File: src/rtl/null_src_sink.sv
// Null source/sink with loopback and 64-bit traffic counters behind a ctrlport register map.
// The source emits a line-indexed pattern. The sink accepts and discards everything.
module null_src_sink #(
  parameter int CHDR_W = 64,
  parameter int NSPC   = 2,
  parameter int ITEM_W = 32,
  parameter int MTU    = 10
) (
  input  logic              rfnoc_chdr_clk,
  input  logic              rfnoc_chdr_rst_n,
  input  logic              s_ctrlport_req_wr,
  input  logic              s_ctrlport_req_rd,
  input  logic [19:0]       s_ctrlport_req_addr,
  input  logic [31:0]       s_ctrlport_req_data,
  output logic              s_ctrlport_resp_ack,
  output logic [31:0]       s_ctrlport_resp_data,
  input  logic [CHDR_W-1:0] s_snk_tdata,
  input  logic              s_snk_tlast,
  input  logic              s_snk_tvalid,
  output logic              s_snk_tready,
  output logic [CHDR_W-1:0] m_src_tdata,
  output logic              m_src_tlast,
  output logic              m_src_tvalid,
  input  logic              m_src_tready,
  output logic [15:0]       m_src_tlength,
  input  logic [CHDR_W-1:0] s_loop_tdata,
  input  logic              s_loop_tlast,
  input  logic              s_loop_tvalid,
  output logic              s_loop_tready,
  output logic [CHDR_W-1:0] m_loop_tdata,
  output logic              m_loop_tlast,
  output logic              m_loop_tvalid,
  input  logic              m_loop_tready
);

  localparam logic [7:0]  NSPC_B   = 8'(NSPC);
  localparam logic [7:0]  ITEM_B   = 8'(ITEM_W);
  localparam logic [11:0] MAX_LINE = 12'((1 << MTU) - 1);

  typedef enum logic {S_IDLE, S_RUN} src_state_t;

  src_state_t  r_state;
  logic        r_src_en, r_snk_tready, r_src_tvalid, r_src_tlast;
  logic [11:0] r_lines_per_pkt, r_line, r_pkt_lines;
  logic [15:0] r_bytes_per_pkt, r_idx;
  logic        r_ack;
  logic [31:0] r_resp_data;
  logic [31:0] r_shadow [6];
  logic [63:0] r_snk_line_cnt, r_snk_pkt_cnt, r_src_line_cnt;
  logic [63:0] r_src_pkt_cnt, r_loop_line_cnt, r_loop_pkt_cnt;

  logic [63:0] w_cnt [6];
  logic        w_clr, w_snk_beat, w_src_beat, w_loop_beat, w_cnt_hit;
  logic [2:0]  w_cnt_sel;
  logic [31:0] w_rd_data;
  logic [11:0] w_lines_clamp;
  logic [63:0] w_word;
  logic        w_unused;

  assign w_clr       = s_ctrlport_req_wr && (s_ctrlport_req_addr == 20'h0) && s_ctrlport_req_data[0];
  assign w_snk_beat  = s_snk_tvalid && r_snk_tready;
  assign w_src_beat  = r_src_tvalid && m_src_tready;
  assign w_loop_beat = s_loop_tvalid && m_loop_tready;

  assign w_cnt[0] = r_snk_line_cnt;
  assign w_cnt[1] = r_snk_pkt_cnt;
  assign w_cnt[2] = r_src_line_cnt;
  assign w_cnt[3] = r_src_pkt_cnt;
  assign w_cnt[4] = r_loop_line_cnt;
  assign w_cnt[5] = r_loop_pkt_cnt;

  // Counter block spans 0x10..0x3C: addr[5:3]-2 picks the counter, addr[2] picks HI.
  assign w_cnt_hit = (s_ctrlport_req_addr[19:6] == '0) && (s_ctrlport_req_addr[5:4] != 2'b00) &&
                     (s_ctrlport_req_addr[1:0] == 2'b00);
  assign w_cnt_sel = 3'(s_ctrlport_req_addr[5:3] - 3'd2);

  always_comb begin
    w_rd_data = '0;
    if (s_ctrlport_req_addr == 20'h00)
      w_rd_data = {NSPC_B, ITEM_B, 14'b0, r_src_en, 1'b0};
    else if (s_ctrlport_req_addr == 20'h04)
      w_rd_data = {20'b0, r_lines_per_pkt};
    else if (s_ctrlport_req_addr == 20'h08)
      w_rd_data = {16'b0, r_bytes_per_pkt};
    else if (w_cnt_hit)
      w_rd_data = s_ctrlport_req_addr[2] ? r_shadow[w_cnt_sel] : w_cnt[w_cnt_sel][31:0];
  end

  always_ff @(posedge rfnoc_chdr_clk or negedge rfnoc_chdr_rst_n) begin
    if (!rfnoc_chdr_rst_n) begin
      r_ack           <= 1'b0;
      r_resp_data     <= '0;
      r_src_en        <= 1'b0;
      r_lines_per_pkt <= '0;
      r_bytes_per_pkt <= 16'd8;
      for (int unsigned k = 0; k < 6; k++) r_shadow[k] <= '0;
    end else begin
      r_ack       <= s_ctrlport_req_wr || s_ctrlport_req_rd;
      r_resp_data <= s_ctrlport_req_rd ? w_rd_data : '0;
      if (s_ctrlport_req_wr) begin
        if (s_ctrlport_req_addr == 20'h00) r_src_en        <= s_ctrlport_req_data[1];
        if (s_ctrlport_req_addr == 20'h04) r_lines_per_pkt <= s_ctrlport_req_data[11:0];
        if (s_ctrlport_req_addr == 20'h08) r_bytes_per_pkt <= s_ctrlport_req_data[15:0];
      end
      if (w_clr)
        for (int unsigned k = 0; k < 6; k++) r_shadow[k] <= '0;
      else if (s_ctrlport_req_rd && w_cnt_hit && !s_ctrlport_req_addr[2])
        r_shadow[w_cnt_sel] <= w_cnt[w_cnt_sel][63:32];
    end
  end

  always_ff @(posedge rfnoc_chdr_clk or negedge rfnoc_chdr_rst_n) begin
    if (!rfnoc_chdr_rst_n) begin
      r_snk_line_cnt  <= '0;
      r_snk_pkt_cnt   <= '0;
      r_src_line_cnt  <= '0;
      r_src_pkt_cnt   <= '0;
      r_loop_line_cnt <= '0;
      r_loop_pkt_cnt  <= '0;
    end else if (w_clr) begin
      r_snk_line_cnt  <= '0;
      r_snk_pkt_cnt   <= '0;
      r_src_line_cnt  <= '0;
      r_src_pkt_cnt   <= '0;
      r_loop_line_cnt <= '0;
      r_loop_pkt_cnt  <= '0;
    end else begin
      if (w_snk_beat)                  r_snk_line_cnt  <= r_snk_line_cnt + 64'd1;
      if (w_snk_beat && s_snk_tlast)   r_snk_pkt_cnt   <= r_snk_pkt_cnt + 64'd1;
      if (w_src_beat)                  r_src_line_cnt  <= r_src_line_cnt + 64'd1;
      if (w_src_beat && r_src_tlast)   r_src_pkt_cnt   <= r_src_pkt_cnt + 64'd1;
      if (w_loop_beat)                 r_loop_line_cnt <= r_loop_line_cnt + 64'd1;
      if (w_loop_beat && s_loop_tlast) r_loop_pkt_cnt  <= r_loop_pkt_cnt + 64'd1;
    end
  end

  assign w_lines_clamp = (r_lines_per_pkt > MAX_LINE) ? MAX_LINE : r_lines_per_pkt;

  always_ff @(posedge rfnoc_chdr_clk or negedge rfnoc_chdr_rst_n) begin
    if (!rfnoc_chdr_rst_n) begin
      r_state      <= S_IDLE;
      r_src_tvalid <= 1'b0;
      r_src_tlast  <= 1'b0;
      r_line       <= '0;
      r_pkt_lines  <= '0;
      r_idx        <= '0;
      r_snk_tready <= 1'b0;
    end else begin
      r_snk_tready <= 1'b1;
      case (r_state)
        S_IDLE: begin
          if (r_src_en) begin
            r_state      <= S_RUN;
            r_src_tvalid <= 1'b1;
            r_line       <= '0;
            r_pkt_lines  <= w_lines_clamp;
            r_src_tlast  <= (w_lines_clamp == '0);
          end
        end
        S_RUN: begin
          if (m_src_tready) begin
            if (r_src_tlast) begin
              r_line <= '0;
              if (r_src_en) begin
                r_pkt_lines <= w_lines_clamp;
                r_src_tlast <= (w_lines_clamp == '0);
              end else begin
                r_state      <= S_IDLE;
                r_src_tvalid <= 1'b0;
                r_src_tlast  <= 1'b0;
              end
            end else begin
              r_line      <= r_line + 12'd1;
              r_src_tlast <= (r_line + 12'd1 == r_pkt_lines);
            end
          end
        end
        default: r_state <= S_IDLE;
      endcase
      if (w_clr)           r_idx <= '0;
      else if (w_src_beat) r_idx <= r_idx + 16'd1;
    end
  end

  assign w_word        = {~r_idx, r_idx, ~r_idx, r_idx};
  assign m_src_tdata   = {(CHDR_W/64){w_word}};
  assign m_src_tlast   = r_src_tlast;
  assign m_src_tvalid  = r_src_tvalid;
  assign m_src_tlength = r_bytes_per_pkt;
  assign s_snk_tready  = r_snk_tready;

  assign s_ctrlport_resp_ack  = r_ack;
  assign s_ctrlport_resp_data = r_resp_data;

  assign m_loop_tdata  = s_loop_tdata;
  assign m_loop_tlast  = s_loop_tlast;
  assign m_loop_tvalid = s_loop_tvalid;
  assign s_loop_tready = m_loop_tready;

  assign w_unused = ^{s_ctrlport_req_data[31:16], s_snk_tdata};

endmodule

File: config.mk
export PLATFORM = sky130hd
export DESIGN_NAME = null_src_sink
export DESIGN_NICKNAME = d
export VERILOG_FILES = /design/src/rtl/null_src_sink.sv
export SDC_FILE = /design/constraint.sdc
export NUM_CORES = 2
export LEC_CHECK = 0
export ABC_CLOCK_PERIOD_IN_PS = 6000
export CAP_MARGIN = 20
export CORE_MARGIN = 2
export CORE_UTILIZATION = 46
export DETAILED_ROUTE_END_ITERATION = 6
export GPL_TIMING_DRIVEN = 0
export PLACE_DENSITY = 0.7
export SYNTH_ARGS = -nofsm -noshare
export SYNTH_HDL_FRONTEND = slang
export SYNTH_SLANG_ARGS = --single-unit
File: constraint.sdc
create_clock -name rfnoc_chdr_clk -period 6 [get_ports rfnoc_chdr_clk]
set_input_delay 1.2 -clock rfnoc_chdr_clk [delete_from_list [all_inputs] [get_ports rfnoc_chdr_clk]]
set_output_delay 1.2 -clock rfnoc_chdr_clk [all_outputs]
set_load 0.05 [all_outputs]
==> results.toml <==
[worst_setup_path]
crit_family = "buffers and inverters"
crit_path_frequent_cell = "clkbuf_1"
required_ns = 6.46
crit_buf_inv = 5
cp_slowest_cell = "o21ai_1"
crit_chain = "clkdlybuf4s50_1 -> clkbuf_1 -> inv_1 -> ha_1 -> nand3_1 -> o21ai_1 -> clkbuf_1 -> clkbuf_1 -> nand4_1 -> xor2_1 -> nor2_1"
crit_path_start_kind = "input pin"
startpoint = "s_ctrlport_req_addr[4]"
end_kind = "flop"
crit_path_max_incr_delay_ns = 0.75
worstPathMaxFanout = 10
cp.arrival_ns = 5.44
regToRegStartpoint = "r_snk_pkt_cnt[1]"
crit_type = "input pin to flop"

[placement]
place_ws_ns = 0.496
hpwl_mm = 91.7
routabilityCongestion = 0.975
portBuffers = 226
dpl-instance-area_mm2 = 0.0406

[synth]
async_flop_share = 1.00
synth_top_cell_area_share = 0.463
synth_fp_nets = 4077
synth_warnings = 0
synth_compound_area_frac = 0.0743
synth.area.top_cells = "dfrtp_1, nor2_1, mux4_2, xor2_1, a21oi_1"
synthFlopType = "dfrtp_1"
yosysSeqAreaShare = 0.464
synth.ff_latch_count = 682
synth_top_area_cell = "dfrtp_1"
avgSynthCellArea_um2 = 9.50
synth_adder_area_share = 0.00442
yosys.area_share.xor_xnor = 0.0805
synth_edf_count = 0
netlist_instances = 3874
synth_area_mm2 = 0.0368
synth-simple-area-share = 0.226
synth_top_family_by_area = "simple AND/OR/NAND/NOR gates"
synthMuxAreaShare = 0.102
yosysUniqueCellTypes = 63

[floorplanning]
die_h_um = 287
initial_core_util = 0.465
core_mm2 = 0.0791
io_pins = 373
fp-row-count = 103
die_width_um = 287
die_area_mm2 = 0.0822

[sta]
fin_worst_skew_ns = 0.0292
period_minus_slack_ns = 4.97
maxSlewViolCount = 0
finalCritPeriodShare = 0.829
fin_tns_setup_ns = 0
rsz0062_at_grt = "no"
hold_viol = 0
setup-violations-final = 0
fin_ws_ns = 1.03
max_slew_margin = 0.149
tightest_slew_ns = 1.28
fmax_mhz = 201

[clock_network]
ctsResizeCount = 0
cts-buffers-inserted = 74
postCtsHoldBufs = 0
htree_levels = 3
clk_latency_ns = 0.64
clk_pin_slew_ns = 0.06
root_buffer = "clkbuf_16"
cts.sinks = 682
postCtsSetupRepairBufs = 0
clk_path_buf_depth = 3
cts_tree = "built"

[final_layout]
diodes = 0
nets = 4392
final_area_mm2 = 0.0432
final_common_cell = "nor2_1"
fill_cells = 6947
drive_gt1_frac = 0.104
fin_util = 0.546
area_growth_pct = 17.4
layout_common_cells = "nor2_1, dfrtp_1, a21oi_1, clkdlybuf4s50_1, nand2_1"

[detailed_routing]
routedWlPerCell_um = 23.2
dr.pass1.iters = 6
vias = 31951
drt_wl_total_mm = 123
ant_nets = 0
initialDrtViolationCount = 3623
via_per_inst = 6.03
drc = 0

[grt]
grt_overflow = 0
gr-usage-all-layers = 0.294
grt_antenna_before_repair = 3
grt_max_degree = 114
grt_pass1_wl_mm = 184
grt_pass1_vias = 30170

[pwr]
powerDensity_mw_per_mm2 = 275
ir_drop_uv = 218
p_leak_nw = 18.7

[status]
status = "finished, final reports clean"

[worst_hold_path]
min_path_type = "input pin to asynchronous set/reset pin"

[job]
maxCapViolCount = 0
==> routing by layer <==
metal  GRT usage  routed length (µm)
met5           0                  70
met4       0.147                6340
met3      0.0625               12700
met2       0.443               55200
met1       0.403               48500
==> cells in the mapped netlist, types with 19 or more instances <==
| cell type | n |
|---|---|
| a21oi_1 | 319 |
| a22oi_1 | 32 |
| and2_1 | 26 |
| and3_1 | 78 |
| and4_1 | 38 |
| buf_1 | 21 |
| buf_2 | 19 |
| buf_4 | 99 |
| clkbuf_1 | 173 |
| dfrtp_1 | 681 |
| inv_1 | 56 |
| mux2_2 | 49 |
| mux2i_1 | 60 |
| mux4_2 | 115 |
| nand2_1 | 189 |
| nand3_1 | 175 |
| nand4_1 | 151 |
| nor2_1 | 851 |
| nor3_1 | 62 |
| nor4_1 | 57 |
| o21ai_0 | 85 |
| or3_1 | 60 |
| xnor2_1 | 151 |
| xor2_1 | 187 |
==> registers in the layout, summed over array words and instances (netlist names) <==
signal,cells
m_src_tlast,1
m_src_tlength,16
m_src_tvalid,1
r_idx,16
r_line,12
r_lines_per_pkt,12
r_loop_line_cnt,64
r_loop_pkt_cnt,64
r_pkt_lines,12
r_shadow,192
r_snk_line_cnt,64
r_snk_pkt_cnt,64
r_src_en,1
r_src_line_cnt,64
r_src_pkt_cnt,64
r_state,1
s_ctrlport_resp_ack,1
s_ctrlport_resp_data,32
s_snk_tready,1
==> cell type report <==
type	instances	area, µm²	area share
Multi-Input combinational cell	2824	17900	0.415
Sequential cell	682	17100	0.395
Timing Repair Buffer	239	2540	0.0589
Clock buffer	97	2120	0.0491
Buffer	312	1570	0.0363
Tap cell	1050	1310	0.0304
Clock inverter	37	432	0.00999
Inverter	56	210	0.00487
==> worst reg2reg max path: stages (launching register included) <==
cell and delay [ns]:
dfrtp_1 0.58, ha_1 0.22, clkbuf_1 0.34, nand2_1 0.12, nor3_1 0.46, clkbuf_1 0.43, nand4_1 0.55, or3_1 0.51
a21oi_1 0.16
==> cell families (layout without fill, tap and decap cells) <==
| group | Yosys count | count (layout) |
|---|---|---|
| flops | 682 | 682 |
| buf+inv | 368 | 741 |
| other cells | 1 | 1 |
| mux | 225 | 225 |
| fa+ha+maj | 13 | 13 |
| simple gates | 1750 | 1750 |
| compound gates | 497 | 497 |
| xor+xnor | 338 | 338 |
==> power by group <==
group / total (mW) / leakage [nW] / switching, mW / internal, mW
logic: 2.07 / 8.09 / 1.33 / 0.734
registers: 4.96 / 9.37 / 0.235 / 4.73
clock network: 4.83 / 1.24 / 1.99 / 2.85
==> path summary, 6_finish.rpt <==
| path | end | depth (start not counted) | slack (ns) |
|---|---|---|---|
| max | r_loop_pkt_cnt[54] | 11 | 1.03 |
| min | r_snk_pkt_cnt[52] | 1 | 0.47 |
| max reg2reg | r_snk_pkt_cnt[58] | 8 | 2.50 |
| min reg2reg | r_pkt_lines[10] | 1 | 0.50 |
| max in group asynchronous | r_idx[12] | 5 | 3.43 |
| min in group rfnoc_chdr_clk | r_pkt_lines[10] | 1 | 0.50 |
==> per-stage QoR <==
stage               instances  hold slack [ns]  power (mW)
global route             5297            0.498        12.2
CTS                      5294            0.472        11.9
detailed placement       5160            0.490        7.09
floorplan                3874            0.464        6.29
finish                   5297            0.471        11.9
global placement         5150            0.483        7.07
Power figures use the tool's default switching activity.
